`src/rtl/btn_pkg.sv`:
```
// btn_pkg: shared constants, repeat-state enum and width helpers for the button front-end
package btn_pkg;
  localparam int KEY_1     = 11;
  localparam int KEY_2     = 10;
  localparam int KEY_3     = 9;
  localparam int KEY_4     = 8;
  localparam int KEY_5     = 7;
  localparam int KEY_6     = 6;
  localparam int KEY_7     = 5;
  localparam int KEY_8     = 4;
  localparam int KEY_9     = 3;
  localparam int KEY_0     = 2;
  localparam int CUR_LEFT  = 1;
  localparam int CUR_RIGHT = 0;
  localparam int DEBOUNCE_CYCLES_DEF = 10;
  localparam int REPEAT_DELAY_DEF    = 50;
  localparam int REPEAT_PERIOD_DEF   = 10;
  typedef enum logic [1:0] {
    REP_IDLE,
    REP_DELAY,
    REP_PERIOD
  } rep_state_e;
  function automatic int code_w(input int width);
    return (width > 1) ? $clog2(width) : 1;
  endfunction
  function automatic int cnt_w(input int max_val);
    return (max_val > 0) ? $clog2(max_val + 1) : 1;
  endfunction
  function automatic int max2(input int a, input int b);
    return (a > b) ? a : b;
  endfunction
endpackage

```
`src/rtl/btn_debounce_encoder_ch.sv`:
```
// btn_debounce_ch: one button channel - 2-flop sync, debounce counter, press pulse,
// and an auto-repeat generator when BTN_AUTO_REPEAT_EN is defined.
module btn_debounce_ch
  import btn_pkg::*;
#(
  parameter int DEBOUNCE_CYCLES = DEBOUNCE_CYCLES_DEF
`ifdef BTN_AUTO_REPEAT_EN
  , parameter int REPEAT_DELAY  = REPEAT_DELAY_DEF,
  parameter int REPEAT_PERIOD = REPEAT_PERIOD_DEF
`endif
) (
  input  logic clk,
  input  logic rst,
  input  logic btn_raw,
  output logic btn_level,
  output logic btn_pulse
);
  localparam int CW = cnt_w(DEBOUNCE_CYCLES - 1);
  localparam logic [CW-1:0] CNT_MAX = CW'(DEBOUNCE_CYCLES - 1);
  logic [1:0]    sync_q, sync_d;
  logic [CW-1:0] cnt_q, cnt_d;
  logic          level_q, level_d;
  logic          pulse_q, pulse_d;
  logic          accept, press;
  always_comb begin
    sync_d  = {sync_q[0], btn_raw};
    accept  = (sync_q[1] != level_q) && (cnt_q == CNT_MAX);
    cnt_d   = ((sync_q[1] == level_q) || accept) ? '0 : cnt_q + 1'b1;
    level_d = accept ? sync_q[1] : level_q;
    press   = level_d & ~level_q;
  end
  always_ff @(posedge clk or negedge rst) begin
    if (!rst) begin
      sync_q  <= '0;
      cnt_q   <= '0;
      level_q <= 1'b0;
      pulse_q <= 1'b0;
    end else begin
      sync_q  <= sync_d;
      cnt_q   <= cnt_d;
      level_q <= level_d;
      pulse_q <= pulse_d;
    end
  end
`ifdef BTN_AUTO_REPEAT_EN
  localparam int RW = cnt_w(max2(REPEAT_DELAY, REPEAT_PERIOD) - 1);
  rep_state_e    rep_q, rep_d;
  logic [RW-1:0] rpt_q, rpt_d;
  logic          fire;
  // Gating fire on level_d keeps a repeat out of the cycle the level falls.
  always_comb begin
    fire    = (rep_q != REP_IDLE) && level_d &&
              (rpt_q == ((rep_q == REP_DELAY) ? RW'(REPEAT_DELAY - 1) : RW'(REPEAT_PERIOD - 1)));
    rep_d   = !level_d ? REP_IDLE : press ? REP_DELAY : fire ? REP_PERIOD : rep_q;
    rpt_d   = (!level_d || press || fire) ? '0 : rpt_q + 1'b1;
    pulse_d = press | fire;
  end
  always_ff @(posedge clk or negedge rst) begin
    if (!rst) begin
      rep_q <= REP_IDLE;
      rpt_q <= '0;
    end else begin
      rep_q <= rep_d;
      rpt_q <= rpt_d;
    end
  end
`else
  always_comb pulse_d = press;
`endif
  assign btn_level = level_q;
  assign btn_pulse = pulse_q;
endmodule

```
`src/rtl/btn_debounce_encoder.sv`:
```
// btn_debounce_encoder: debounces WIDTH raw buttons and encodes press pulses into a key index.
// Optional auto-repeat is enabled by defining BTN_AUTO_REPEAT_EN.
module btn_debounce_encoder
  import btn_pkg::*;
#(
  parameter int WIDTH           = 12,
  parameter int DEBOUNCE_CYCLES = DEBOUNCE_CYCLES_DEF,
  parameter int REPEAT_DELAY    = REPEAT_DELAY_DEF,
  parameter int REPEAT_PERIOD   = REPEAT_PERIOD_DEF
) (
  input  logic                       clk,
  input  logic                       rst,
  input  logic [WIDTH-1:0]           btn_raw,
  output logic [WIDTH-1:0]           btn_level,
  output logic [WIDTH-1:0]           btn_pulse,
  output logic                       key_valid,
  output logic [code_w(WIDTH)-1:0]   key_code,
  output logic                       multi_press
);
  localparam int KW = code_w(WIDTH);
  if (DEBOUNCE_CYCLES < 2 || REPEAT_DELAY < 1 || REPEAT_PERIOD < 1) begin : g_bad_cfg
    $error("btn_debounce_encoder: invalid debounce/repeat configuration");
  end
  for (genvar c = 0; c < WIDTH; c++) begin : g_ch
    btn_debounce_ch #(
      .DEBOUNCE_CYCLES(DEBOUNCE_CYCLES)
`ifdef BTN_AUTO_REPEAT_EN
      , .REPEAT_DELAY (REPEAT_DELAY),
      .REPEAT_PERIOD(REPEAT_PERIOD)
`endif
    ) u_ch (
      .clk      (clk),
      .rst      (rst),
      .btn_raw  (btn_raw[c]),
      .btn_level(btn_level[c]),
      .btn_pulse(btn_pulse[c])
    );
  end
  logic [KW-1:0] key_code_q, key_code_d, low_idx;
  logic          key_valid_q, key_valid_d;
  logic          multi_press_q, multi_press_d;
  // Scan from the top so the lowest set bit wins.
  always_comb begin
    low_idx = '0;
    for (int i = WIDTH - 1; i >= 0; i--) low_idx = btn_pulse[i] ? KW'(i) : low_idx;
    key_valid_d   = |btn_pulse;
    key_code_d    = key_valid_d ? low_idx : key_code_q;
    multi_press_d = |(btn_pulse & (btn_pulse - 1'b1));
  end
  always_ff @(posedge clk or negedge rst) begin
    if (!rst) begin
      key_valid_q   <= 1'b0;
      key_code_q    <= '0;
      multi_press_q <= 1'b0;
    end else begin
      key_valid_q   <= key_valid_d;
      key_code_q    <= key_code_d;
      multi_press_q <= multi_press_d;
    end
  end
  assign key_valid   = key_valid_q;
  assign key_code    = key_code_q;
  assign multi_press = multi_press_q;
endmodule
```
`config.mk`:
```
export PLATFORM = sky130hd
export DESIGN_NAME = btn_debounce_encoder
export DESIGN_NICKNAME = d
export VERILOG_FILES = /design/src/rtl/btn_pkg.sv /design/src/rtl/btn_debounce_encoder_ch.sv /design/src/rtl/btn_debounce_encoder.sv
export SDC_FILE = /design/constraint.sdc
export NUM_CORES = 1
export LEC_CHECK = 0
export CAP_MARGIN = 20
export CORE_UTILIZATION = 56
export CTS_CLUSTER_DIAMETER = 120
export DETAILED_ROUTE_END_ITERATION = 12
export MAX_ROUTING_LAYER = met4
export PLACE_DENSITY = 0.79
export SLEW_MARGIN = 25
export SYNTH_ARGS = -nofsm -noshare
export SYNTH_HDL_FRONTEND = slang
export SYNTH_SLANG_ARGS = --single-unit
```
`constraint.sdc`:
```
create_clock -name clk -period 2.1 [get_ports clk]
set_clock_uncertainty 0.05 [all_clocks]
set_input_delay 0.42 -clock clk [delete_from_list [all_inputs] [get_ports clk]]
set_output_delay 0.42 -clock clk [all_outputs]
set_load 0.01 [all_outputs]
```
* Word level (Yosys, flattened, before mapping) *
Cells that the tools add are included.

storage, ports and cells
  bits in registers = 102
  bits of input ports = 14

cells by class
  bitwise operators = 25
  equal/unequal tests = 36
  muxes and demuxes = 36
  reductions and logical operators = 26
  add/subtract/negate cells = 13

operators with widths
  cell                                                                   count
  4-bit 2-to-1 mux                                                       24
  4-bit by 1-bit adder with 4-bit output (second input constant)         12
  4-bit == test (second input constant)                                  12
  12-bit OR reduction                                                    2
  1-bit AND                                                              12
  12-bit AND                                                             1
  1-bit == test                                                          12
  1-bit logical AND                                                      12
  1-bit logical OR                                                       12
  1-bit 2-to-1 mux                                                       12
  1-bit != test                                                          12
  1-bit NOT                                                              12
  12-bit by 1-bit subtractor with 12-bit output (second input constant)  1

* Longest topological paths before layout *
Gate-level depths: netlist (run 1).

  word-level depth = 12
  depth in mapped cells = 5
  mapped depth without buffers = 5

* By module *
A second synthesis (run 1) with hierarchy kept.

second synthesis, totals
  cells, all modules = 323
  area total of the unflattened synthesis = 4255.3 sq um

by module, submodules not included
  module                times used  area each (sq um)  cells an instance
  btn_debounce_ch       12          321.6              23
  btn_debounce_encoder  1           396.6              47

* Worst setup path after synthesis (run 1) *
OpenSTA, ideal clock, no wires.

  kind = flip-flop to flip-flop
  start point = register g_ch[0].u_ch.pulse_q
  end point = register multi_press_q (netlist: multi_press)
  arrival = 1.458 ns
  data required time = 1.911 ns
  setup slack = 0.453 ns
  cell stages (with the launch flop) = 5
  buffers on the path = 0
  cell sequence = dfrtp_1 -> or4_4 -> a2111oi_0 -> or2_1 -> o211ai_1

between the ends
  cells in the longest elaborated chain, start to end = 3

ends and longest elaborated chain
  item                                           line                           RTL
  start, declared                                btn_debounce_encoder_ch.sv:23  logic pulse_q, pulse_d;
  start signal, assigned                         btn_debounce_encoder_ch.sv:42  pulse_q <= pulse_d;
  12-bit by 1-bit subtractor with 12-bit output  btn_debounce_encoder.sv:48     multi_press_d = |(btn_pulse & (btn_pulse - 1'b1));
  12-bit AND *                                   btn_debounce_encoder.sv:48
  12-bit OR reduction *                          btn_debounce_encoder.sv:48
  named net multi_press_d                        btn_debounce_encoder.sv:41     logic multi_press_q, multi_press_d;
  end signal, assigned                           btn_debounce_encoder.sv:58     multi_press_q <= multi_press_d;
  end, declared                                  btn_debounce_encoder.sv:41

Mark *: on every way through the listed nets, which the timed path passes. The rest lies on a longest branch.
A chain may end at the register's enable or synchronous reset.

* Worst setup path in the final report (run 1) *
  start point = register g_ch[8].u_ch.pulse_q
  end point = output btn_pulse[8]

RTL lines
  item                    line                           RTL
  start, declared         btn_debounce_encoder_ch.sv:23
  start signal, assigned  btn_debounce_encoder_ch.sv:42
  end, declared           btn_debounce_encoder.sv:15     output logic [WIDTH-1:0] btn_pulse,

No word-level cell between the ends.

==> flow_summary_export.csv, run 1 <==
group,metric,value,unit
clocking,clockBufferDepth,2,
power_and_ir_drop,p_leak,2.33,nW
routing,first_iter_violations,78,
hold_path,hold_start,"g_ch[7].u_ch.sync_q[0]",
clocking,cts_inserted_buffers,9,
place,gp_congestion,0.777,
logic_synthesis,synth.avg_cell_area,12.2,um2
clocking,cts_hold_buf,1,
hold_path,worstHoldPathType,"flip-flop to flip-flop",
grt,grt_pass1_wl,10400,um
clocking,root_buffer,"clkbuf_8",
routing,drc,0,
worst_setup_path,cp-start-kind,"flip-flop",
sta,slew_headroom,0.734,
clocking,cts_tree,"built",
cells_and_area,post-route-util,0.672,
grt,grt_overflow_total,0,
worst_setup_path,worst_path_max_delay_cell,"clkdlybuf4s50_1",
cells_and_area,final_area,0.00490,mm2
status,status,"completed",
clocking,path_clk_slew,90,ps
logic_synthesis,yosysWarnings,0,
grt,antenna_found_initial,0,
floorplanning,die_x,89.1,um
logic_synthesis,ys_ff_latch,102,
sta,fin_crit,1940,ps
sta,period_share,0.924,
power_and_ir_drop,max-vdd-ir-drop,542,uV
sta,rsz0062_at_grt,"no",
run,max-cap-violations,0,
place,portBuffers,43,
routing,avgRoutedWirePerCell,13.1,um
routing,dr_total_vias,2430,
sta,hold_viol_final,0,
sta,holdWs,302,ps
place,placed_area,0.00465,mm2
clocking,htree_levels,3,
worst_setup_path,path_buf_inv,1,
worst_setup_path,rr_worst_depth,4,
cells_and_area,drive_gt1_frac,0.0881,
worst_setup_path,r2r_start,"g_ch[0].u_ch.btn_pulse",
cells_and_area,fin_nets,419,
worst_setup_path,crit_path_max_fanout,8,
logic_synthesis,syn_area,0.00425,mm2
clocking,cts_setup_buffers,0,
cells_and_area,area_growth,15.4,%
routing,totalWireLength,6360,um
worst_setup_path,critPathLaunch,"g_ch[8].u_ch.btn_pulse",
cells_and_area,n_antenna_cell,0,
floorplanning,initial_core_util,0.582,
clocking,cts.sinks,102,
sta,maxSlewViolCount,0,
clocking,cts_resized,0,
grt,grt_use_total,0.185,
sta,fmax,515,MHz
floorplanning,dieArea,0.00794,mm2
place,hpwl,4660,um
worst_setup_path,path_depth,1,
clocking,clk_latency,360,ps
sta,tightest_slew,389,ps
sta,setup_viol,0,
worst_setup_path,required,1630,ps
routing,antenna_left,0,
routing,firstDrtPassIters,4,
routing,viasPerCell,5.01,
logic_synthesis,synth_nets,385,
logic_synthesis,yosysUniqueCellTypes,32,
floorplanning,core-area,0.00729,mm2
logic_synthesis,syn_inst,347,
worst_setup_path,critPathKind,"flip-flop to output port",
floorplanning,die_h,89.1,um
floorplanning,ios,44,
worst_setup_path,cpPeakStageDelay,600,ps
floorplanning,row_count,31,
worst_setup_path,worstPathCellList,"clkdlybuf4s50_1",
logic_synthesis,seq_area_frac_synth,0.601,
grt,grt_max_degree,47,
worst_setup_path,arrival,1470,ps
worst_setup_path,critPathCaptureType,"output port",
power_and_ir_drop,power.density,876,mW/mm2
grt,grt_pass1_vias,2388,
hold_path,min_path_cells,0,
sta,fin_tns_setup,0,ps
worst_setup_path,cpLargestDelayFamily,"buffers and inverters",
## state kept, by name, summed over array words and instances (netlist names)
signal,cells
g_ch.u_ch.sync_q,24
g_ch.u_ch.btn_level,12
g_ch.u_ch.btn_pulse,12
g_ch.u_ch.cnt_q,48
key_code,4
key_valid,1
multi_press,1
## metal layers
layer,global-route usage,up-vias,routed length (um)
met5,-,-,0
met3,0.0776,6,370
met1,0.211,1188,2810
li1,-,1191,-
met2,0.304,45,3130
met4,0.0476,0,55
## cell type report
class	count	area, um2
repair buffers	47	473
fillers	570	2390
clock inverters	6	110
flip-flops and latches	102	2550
well taps	99	124
multi-input cells	204	1450
inverters	17	63.8
clock buffers	10	128
## cell families (layout without fill, tap and decap cells)
kind of cell               after synthesis  in the layout  synth area share
buffers and inverters                   41             80            0.0575
AOI/OAI and AO/OA                       19             19            0.0330
adders and majority gates               24             24            0.0707
and+or+nand+nor                        113            113             0.132
DFF                                    102            102             0.601
muxes                                   12             12            0.0318
xor gates and xnor gates                36             36            0.0742
## synthesized netlist by cell type (all sizes together)
cell type,instances,area [um2]
mux2,12,135
o31ai,1,7.51
a211o,1,8.76
o2bb2ai,1,8.76
nor2,56,210
buf,24,180
o21ai,2,10.0
or2,3,18.8
o32ai,1,8.76
nand2b,2,12.5
a21boi,1,7.51
nand3b,12,90.1
inv,17,63.8
and2b,1,7.51
o21bai,1,7.51
ha,24,300
nand3,12,60.1
o31a,1,8.76
a2111oi,3,26.3
a211oi,2,15.0
a21oi,3,15.0
o211ai,1,7.51
nand2,12,45.0
or4,2,18.8
a22o,1,8.76
dfrtp,102,2550
xnor2,12,105
xor2,24,210
nor3b,12,90.1
nor4,1,6.26
## layout by cell type (no fill, tap or decap), types with 2 or more instances in the layout
master	n
a2111oi_0	3
a211oi_1	2
a21oi_1	3
buf_4	3
bufinv_16	3
clkbuf_8	9
clkdlybuf4s50_1	42
clkinvlp_4	2
dfrtp_1	102
ha_1	24
inv_1	17
mux2_2	12
nand2_1	12
nand2b_1	2
nand3_1	12
nand3b_1	12
nor2_1	56
nor3b_1	12
o21ai_0	2
or2_2	2
xnor2_1	12
xor2_1	24
## through the flow
step	total power [W]	setup slack (ps)	instances
floorplan	0.00269	453	347
global placement	0.00289	389	468
detailed placement	0.00293	364	468
CTS	0.00436	143	485
global route	0.00455	97.8	485
finish	0.00429	160	485
## worst reg2reg max path, delay by kind of cell (launching register included)
| family | cells | cell delay, ps |
|---|---|---|
| DFF | 1 | 440 |
| and+or+nand+nor | 2 | 730 |
| AOI/OAI and AO/OA | 2 | 420 |
## worst paths after layout
check / slack, ps / endpoint
max: 160 / btn_pulse[8]
min: 300 / g_ch[7].u_ch.sync_q[1]
max reg2reg: 340 / multi_press
min reg2reg: 300 / g_ch[7].u_ch.sync_q[1]
max in group asynchronous: 1030 / g_ch[10].u_ch.sync_q[1]
min in group asynchronous: 430 / g_ch[7].u_ch.cnt_q[2]
## power breakdown
part / switching [W] / internal, W / total [W]
sequential: 0.000172 / 0.00216 / 0.00233
clock: 0.000625 / 0.000789 / 0.00141
combinational: 0.000256 / 0.000289 / 0.000545
total: 0.00105 / 0.00324 / 0.00429
Note: power is estimated with default switching activity, not from simulation.
==> inputs of run 2 (changes only) <==
Settings changed: GPL_ROUTABILITY_DRIVEN set to 0.
==> results of run 2 <==
Final layout, timing and power as in run 1 (identical DEF).
==> inputs of run 3 (changes only) <==
Settings changed: CORE_ASPECT_RATIO set to 0.7, TNS_END_PERCENT set to 30.
==> flow_summary_export.csv, run 3 (synthesis results as in run 1) <==
group,metric,value,unit
grt,grt_use_total,0.201,
worst_setup_path,worstPathCellList,"clkdlybuf4s50_1",
cells_and_area,top_regs,"g_ch.u_ch.cnt_q (48), g_ch.u_ch.sync_q (24)",
routing,dr_total_vias,2407,
clocking,clk_latency,370,ps
clocking,root_buffer,"clkbuf_8",
cells_and_area,area_growth,14.4,%
sta,maxSlewViolCount,0,
clocking,path_clk_slew,90,ps
floorplanning,core-area,0.00732,mm2
worst_setup_path,required,1630,ps
routing,totalWireLength,6600,um
worst_setup_path,cpPeakStageDelay,620,ps
clocking,cts_setup_buffers,0,
floorplanning,dieArea,0.00794,mm2
cells_and_area,drive_gt1_frac,0.0807,
place,portBuffers,43,
hold_path,hold_start,"g_ch[1].u_ch.sync_q[0]",
grt,grt_pass1_vias,2445,
cells_and_area,largest-register,"g_ch.u_ch.cnt_q",
worst_setup_path,critPathKind,"flip-flop to output port",
sta,hold_viol_final,0,
clocking,clockBufferDepth,2,
sta,period_share,0.924,
cells_and_area,fin_nets,418,
cells_and_area,final_cell_mix,"dfrtp_1 (102), nor2_1 (56), clkdlybuf4s50_1 (42)",
worst_setup_path,arrival,1470,ps
sta,slew_headroom,0.669,
worst_setup_path,critPathLaunch,"g_ch[8].u_ch.btn_pulse",
sta,fin_tns_setup,0,ps
power_and_ir_drop,power.density,857,mW/mm2
routing,drc,0,
place,hpwl,4620,um
sta,holdWs,303,ps
worst_setup_path,critPathCaptureType,"output port",
grt,grt_pass1_wl,11400,um
run,max-cap-violations,0,
routing,antenna_left,0,
grt,grt_overflow_total,0,
sta,fmax,515,MHz
worst_setup_path,worst_path_max_delay_cell,"clkdlybuf4s50_1",
cells_and_area,post-route-util,0.664,
floorplanning,ios,44,
sta,fin_crit,1940,ps
sta,fin_ws,160,ps
grt,antenna_found_initial,0,
cells_and_area,n_antenna_cell,0,
worst_setup_path,crit_path_max_fanout,8,
routing,viasPerCell,4.99,
power_and_ir_drop,p_leak,2.31,nW
power_and_ir_drop,max-vdd-ir-drop,577,uV
sta,setup_viol,0,
routing,avgRoutedWirePerCell,13.7,um
place,place_ws,253,ps
status,status,"completed",
clocking,cts_inserted_buffers,9,
sta,tightest_slew,485,ps
worst_setup_path,cp-start-kind,"flip-flop",
routing,first_iter_violations,126,
routing,firstDrtPassIters,4,
floorplanning,row_count,26,
worst_setup_path,cpLargestDelayFamily,"buffers and inverters",
floorplanning,initial_core_util,0.580,
clocking,cts.sinks,102,
worst_setup_path,r2r_start,"g_ch[3].u_ch.btn_pulse",
floorplanning,die_h,74.9,um
floorplanning,die_x,106,um
sta,rsz0062_at_grt,"no",
clocking,htree_levels,3,
cells_and_area,largest_reg_flops,48,
worst_setup_path,path_buf_inv,1,
clocking,cts_resized,0,
hold_path,worstHoldPathType,"flip-flop to flip-flop",
clocking,cts_hold_buf,1,
clocking,cts_tree,"built",
cells_and_area,layout_commonest_cell,"dfrtp_1",
grt,grt_max_degree,59,
run 3: cell count changes in the layout (fill, tap and decap cells not counted), sizes merged:
cell	previous run	this run
buf	4	3
bufinv	3	2
clkbuf	10	11
clkinvlp	2	1
run 3: path summary, 6_finish.rpt:
path | to | slack [ps] | cells past startpoint
setup reg to reg | multi_press | 260 | 4
min in group asynchronous | g_ch[7].u_ch.btn_level | 450 | 2
setup / recovery | btn_pulse[8] | 160 | 1
hold reg to reg | g_ch[1].u_ch.sync_q[1] | 300 | 0
hold / removal | g_ch[1].u_ch.sync_q[1] | 300 | 0
max in group asynchronous | g_ch[1].u_ch.cnt_q[1] | 940 | 3
run 3: metrics by stage:
stage	instances	total power, W	cell area, um2
after CTS	482	0.00423	4860
after global placement	466	0.00288	4640
after detailed placement	466	0.00293	4640
final	482	0.00416	4860
after floorplan	347	0.00269	4250
after global routing	482	0.00440	4860
run 3: report_power, final:
part	total, W	internal (W)	switching (W)
Clock	0.00128	0.000663	0.000617
Combinational	0.000548	0.000289	0.000260
Sequential	0.00233	0.00216	0.000171
Total	0.00416	0.00311	0.00105
run 3: routing by layer:
metal	up-vias	wire [um]	track usage
li1	1183	-	-
met1	1169	3150	0.245
met2	47	2950	0.301
met3	8	412	0.0935
met4	0	88	0.0648
met5	-	0	-
run 3: layout make-up:
cell class / instances / area, um2
clock inverters: 4 / 72.6
repair buffers: 46 / 465
inverters: 17 / 63.8
well taps: 98 / 123
clock buffers: 11 / 131
multi-input cells: 204 / 1450
flip-flops and latches: 102 / 2550
fillers: 564 / 2460
